[src/rtl/piso_pkg.sv]
// piso_pkg: shared state encoding and bit-order constants for the serializer
package piso_pkg;
    typedef enum logic [1:0] {
        ST_IDLE  = 2'd0,
        ST_SHIFT = 2'd1,
        ST_DONE  = 2'd2
    } state_e;
    localparam logic LSB_FIRST = 1'b0;
    localparam logic MSB_FIRST = 1'b1;
endpackage

[src/rtl/piso_serializer_bit_counter.sv]
// bit_counter: up-counter over one word with sync clear and terminal-count flag
module bit_counter #(
    parameter  int WORD_LENGTH = 4,
    localparam int CNT_W       = $clog2(WORD_LENGTH)
) (
    input  logic             clk,
    input  logic             reset,
    input  logic             clr,
    input  logic             inc,
    output logic [CNT_W-1:0] count,
    output logic             tc
);
    logic [CNT_W-1:0] count_q, count_d;

    assign tc    = count_q == CNT_W'(WORD_LENGTH - 1);
    assign count = count_q;

    // wrap explicitly so non-power-of-two widths also return to zero
    always_comb count_d = clr ? '0 : inc ? (tc ? '0 : count_q + 1'b1) : count_q;

    always_ff @(posedge clk or posedge reset)
        if (reset) count_q <= '0;
        else       count_q <= count_d;
endmodule

[src/rtl/piso_serializer.sv]
// piso_serializer: parallel-in/serial-out shifter with per-word bit order,
// done pulse, bit counting, chaining input and synchronous abort
module piso_serializer
    import piso_pkg::*;
#(
    parameter  int WORD_LENGTH = 4,
    localparam int CNT_W       = $clog2(WORD_LENGTH)
) (
    input  logic                   clk,
    input  logic                   reset,
    input  logic                   clear,
    input  logic                   load,
    input  logic [WORD_LENGTH-1:0] data_in,
    input  logic                   msb_first,
    input  logic                   shift,
    input  logic                   serial_in,
    output logic                   data_out,
    output logic [WORD_LENGTH-1:0] data_q,
    output logic                   busy,
    output logic                   done,
    output logic [CNT_W-1:0]       bit_count
);
    state_e                 state_q, state_d;
    logic [WORD_LENGTH-1:0] sreg_q, sreg_d;
    logic                   mode_q, mode_d;
    logic                   tc, accept, adv;

    assign accept = ~clear & load & (state_q != ST_SHIFT);
    assign adv    = ~clear & shift & (state_q == ST_SHIFT);

    bit_counter #(.WORD_LENGTH(WORD_LENGTH)) u_cnt (
        .clk  (clk),
        .reset(reset),
        .clr  (clear | accept),
        .inc  (adv),
        .count(bit_count),
        .tc   (tc)
    );

    always_comb begin
        state_d = state_q;
        sreg_d  = sreg_q;
        mode_d  = mode_q;
        if (clear) begin
            state_d = ST_IDLE;
            sreg_d  = '0;
        end else if (accept) begin
            state_d = ST_SHIFT;
            sreg_d  = data_in;
            mode_d  = msb_first;
        end else if (adv) begin
            sreg_d  = (mode_q == MSB_FIRST) ? {sreg_q[WORD_LENGTH-2:0], serial_in}
                                            : {serial_in, sreg_q[WORD_LENGTH-1:1]};
            state_d = tc ? ST_DONE : ST_SHIFT;
        end else if (state_q == ST_DONE) begin
            state_d = ST_IDLE;
        end
    end

    always_ff @(posedge clk or posedge reset)
        if (reset) begin
            state_q <= ST_IDLE;
            sreg_q  <= '0;
            mode_q  <= LSB_FIRST;
        end else begin
            state_q <= state_d;
            sreg_q  <= sreg_d;
            mode_q  <= mode_d;
        end

    assign busy     = state_q == ST_SHIFT;
    assign done     = state_q == ST_DONE;
    assign data_q   = sreg_q;
    assign data_out = busy & ((mode_q == MSB_FIRST) ? sreg_q[WORD_LENGTH-1] : sreg_q[0]);
endmodule

[config.mk]
export PLATFORM = sky130hd
export DESIGN_NAME = piso_serializer
export DESIGN_NICKNAME = d
export VERILOG_FILES = /design/src/rtl/piso_pkg.sv /design/src/rtl/piso_serializer_bit_counter.sv /design/src/rtl/piso_serializer.sv
export SDC_FILE = /design/constraint.sdc
export NUM_CORES = 1
export LEC_CHECK = 0
export CORE_AREA = 5 5 42 44
export DETAILED_ROUTE_END_ITERATION = 8
export DIE_AREA = 0 0 47 49
export PLACE_DENSITY_LB_ADDON = 0.1
export SYNTH_ARGS = -nofsm -noshare
export SYNTH_HDL_FRONTEND = slang
export SYNTH_HIERARCHICAL = 1
export SYNTH_SLANG_ARGS = --single-unit
[constraint.sdc]
create_clock -name clk -period 2.6 [get_ports clk]
set_input_delay 0.26 -clock clk [delete_from_list [all_inputs] [get_ports clk]]
set_output_delay 0.26 -clock clk [all_outputs]
set_load 0.03 [all_outputs]
Word level (Yosys, flattened, before mapping)
Index checks and enable logic that the tools add are counted.

Add/subtract/negate cells: 1. Equal/unequal tests: 4. Mux-type cells: 13. Bitwise logic cells: 7. Reduce and logical (&&, ||, !) cells: 4.

Operator list (number): 2-bit 2-to-1 mux (8); 4-bit 2-to-1 mux (4); 1-bit AND (5); 2-bit == test (second input constant) (2); 4-bit nonzero test (1); 3-bit nonzero test (1); 2-bit by 1-bit adder with 2-bit output (second input constant) (1); 2-bit by 1-bit == test with 1-bit output (second input constant) (1); 2-bit by 1-bit != test with 1-bit output (second input constant) (1); 2-bit AND reduction (1); 2-bit nonzero test (1); 1-bit 2-to-1 mux (1); 1-bit inverter (1); 1-bit OR (1).

Register bits after elaboration: 9. Input port bits: 11. Logic and storage cells: 33.

Depth between registers and ports, before layout
Depth after elaboration: 6. Depth in mapped cells: 4.

Hierarchy
The synthesis kept the hierarchy.

By module, submodules not included: piso_serializer (instances 1, cells each 42, area an instance 460.4 µm², seq. area each 175.2 µm²); bit_counter (instances 1, cells each 9, area an instance 103.8 µm², seq. area each 50.0 µm²).

Worst setup path before layout
OpenSTA, ideal clock, no wires.

Path type: register to register. From: register state_q[1]. To: register u_cnt.count_q[0], in the netlist u_cnt/count[0]. Library setup time: 73 ps. Arrival: 1265 ps. Required time: 2527 ps. Slack: 1262 ps. Cell stages (with the launch flop): 5. Period minus slack after synthesis: 1338 ps. Cells stage by stage: dfrtp_1 -> nand3b_1 -> nor2_1 -> or3b_1 -> a21oi_2.

Elaborated cells on any way between the ends: 7. Classes of those cells: 2 x eq/ne; 1 x mux; 3 x bitwise; 1 x reduce/logical.

RTL lines: from (decl) (RTL line piso_serializer.sv:23) `state_e state_q, state_d;`; from (signal assigned) (RTL line piso_serializer.sv:66) `state_q <= state_d;`; 2-bit by 1-bit == test with 1-bit output (RTL line piso_serializer.sv:29) `assign adv = ~clear & shift & (state_q == ST_SHIFT);`; 1-bit AND (RTL line piso_serializer.sv:29); net adv (RTL line piso_serializer.sv:26) `logic tc, accept, adv;`; 2-bit nonzero test (no line); to (signal assigned) (RTL line piso_serializer_bit_counter.sv:23) `else count_q <= count_d;`; to (decl) (RTL line piso_serializer_bit_counter.sv:13) `logic [CNT_W-1:0] count_q, count_d;`.

The timed path passes the listed nets, and every way through them passes these cells. A chain may end at the register's enable or synchronous reset.

Worst setup path after layout
From: register mode_q. To: output port data_out.

Word-level cells in the longest chain between the ends: 2.

Ends and longest elaborated chain: from (decl) (RTL line piso_serializer.sv:25) `logic mode_q, mode_d;`; from (signal assigned) (RTL line piso_serializer.sv:68) `mode_q <= mode_d;`; 1-bit 2-to-1 mux (RTL line piso_serializer.sv:74) `assign data_out = busy & ((mode_q == MSB_FIRST) ? sreg_q[WORD_LENGTH-1] : sreg_q[0]);`; 1-bit AND (RTL line piso_serializer.sv:74); to (decl) (RTL line piso_serializer.sv:17) `output logic data_out,`.

No other way between the ends.

==> out/metrics.cfg <==
[grt]
antenna_found_initial = 0
grt_max_degree = 11
grt_pass1_vias = 476
grt_usage_pct = 12.6
grt_pass1_wl_mm = 2.11
grt_overflow = 0

[clock_tree]
cts_sinks = 9
cts_buffer_depth = 2
worst_skew_pair.late_latency_ns = 0.26
post-cts-setup-buffers = 0
cts_tree = done
clkTransAtPathRegs_ns = 0.07
cts_max_level = 1
cts_resized = 0
cts_buffers = 3
hold_buffers = 0
clk_root_buffer_cell = clkbuf_4

[power]
cellLeakagePower_nw = 0.324
power_density_nw_per_um2 = 480
vdd_drop_max_mv = 0.314

[layout]
synthToLayoutAreaGrowth_pct = 38.6
layout_commonest_cell = clkdlybuf4s50_1
antenna_cells = 0
drive_above_1_share_pct = 13.9
fin_nets = 85
final_cell_mix = clkdlybuf4s50_1 (19), dfrtp_1 (9), mux2i_1 (5)

[timing]
min_period_ns = 1.91
tightest_slew_ns = 0.422
clock_skew_ns = 0.00708
final_max_slew_viol_count = 0
whs_ns = 0.164
tns_ns = 0
relSlewSlack_pct = 71.8
rsz0062_at_grt = no
final-hold-violation-count = 0
period_share_pct = 73.6
worst_slack_ns = 0.686
setup_violations = 0
fmax_mhz = 523

[synthesis]
synth-seq-cells = 9
async_flop_share_pct = 100
yosysWarnings = 6
yosys_most_used_dff = dfrtp_1
synth-edff-count = 0
synth_cells = 51
syn_area_per_cell_sq_um = 11.1
ys_types = 28
ys_seq_area_share_pct = 39.9
syn_area_sq_um = 564
syn_nets = 63

[placement]
place.gp.congestion = 0.706
io_buffers = 19
place_ws_ns = 0.865
hpwl_um = 999

[floorplan]
die_w_um = 47
floorplan.initialDensity_pct = 40.3
ios = 20
die_area_sq_um = 2300
fp.dieH_um = 49
num_rows = 14
coreArea_sq_um = 1400

[status]
status = completed

[critical_path]
r2r_start = state_q[1]
arrival_ns = 1.65
cp-end-kind = primary output
rrSetupSlack_ns = 1.14
cp_max_fo = 7
rr_endpoint = u_cnt/count[0]
crit_type = register to primary output
reg2reg_depth = 4
crit_required_ns = 2.34
crit_path_start_kind = register

[route]
drtAntennaViolNets = 0
wl_per_cell_um = 14.4
wl_mm = 1.27
drt_iter0_markers = 4
drtPass1Iterations = 2
drc = 0
vias_per_cell = 5.19
vias = 457

[hold_path]
min_path_type = primary input to async pin

[run]
drv_cap = 0

-- flip-flops by register name, summed over array words and instances (netlist names) --
register / cells
data_q: 4
mode_q: 1
state_q: 2
u_cnt/count: 2
-- layer usage --
layer	GRT usage [%]	up-vias	wire, um
li1	-	230	-
met1	15.8	213	558
met2	18.6	14	616
met3	7.01	0	90
met4	2.76	0	0
met5	0	-	0
-- critical path: stages (launching register included) --
cell             delay (ns)
dfrtp_1                0.48
mux2i_1                0.16
nor2_1                 0.09
clkdlybuf4s50_1        0.67
-- Yosys cell counts, types with 2 or more instances --
master	instances	share of area, %
nor2_1	3	2.0
nor3b_1	2	2.7
nor3_1	3	2.7
nor2b_1	2	2.2
mux2i_1	5	8.9
inv_1	2	1.3
a211oi_1	2	2.7
a221o_1	3	5.3
dfrtp_1	9	40
nand2b_1	2	2.2
-- per-stage QoR --
stage / util (%) / cell area, sq um / total power [mW] / std cells
after detailed placement: 53.9 / 756 / 0.268 / 84
after global placement: 53.9 / 756 / 0.267 / 84
final: 55.8 / 782 / 0.375 / 88
after CTS: 55.8 / 782 / 0.382 / 88
after global routing: 55.8 / 782 / 0.403 / 88
after floorplan: - / 564 / 0.231 / 51
-- final cells by class --
| cell class | instances | area [sq um] |
|---|---|---|
| clock buffer | 4 | 26.3 |
| fill | 144 | 619 |
| inverter | 3 | 13.8 |
| multi-input combinational | 37 | 307 |
| sequential | 9 | 225 |
| tap | 16 | 20.0 |
| timing repair buffer | 19 | 190 |
-- worst max-delay path by stage --
| stage | from | to | slack (ns) | cells past startpoint |
|---|---|---|---|---|
| 3_3_place_gp | clear | u_cnt/count[0] | 0.89 | 4 |
| 2_1_floorplan | state_q[1] | u_cnt/count[0] | 1.26 | 4 |
| 5_1_grt | mode_q | data_out | 0.59 | 3 |
| 6_report | mode_q | data_out | 0.69 | 3 |
| 4_1_cts | mode_q | data_out | 0.67 | 3 |
| 3_5_place_dp | clear | u_cnt/count[0] | 0.87 | 4 |
-- cells by family (layout without fill, tap and decap cells) --
group | Yosys count | count (layout) | synth area share [%]
AOI/OAI and AO/OA | 10 | 10 | 14.9
adders and majority gates | 1 | 1 | 2.22
DFF | 9 | 9 | 39.9
and+or+nand+nor | 19 | 19 | 23.7
muxes | 7 | 7 | 13.5
buffers and inverters | 5 | 26 | 5.77
-- power by group --
part | total (mW) | internal, mW | switching, mW
clock network | 0.111 | 0.0592 | 0.0515
logic | 0.0981 | 0.0524 | 0.0457
registers | 0.166 | 0.150 | 0.0166
total | 0.375 | 0.261 | 0.114
No activity file was read; power rests on OpenSTA's default activity.
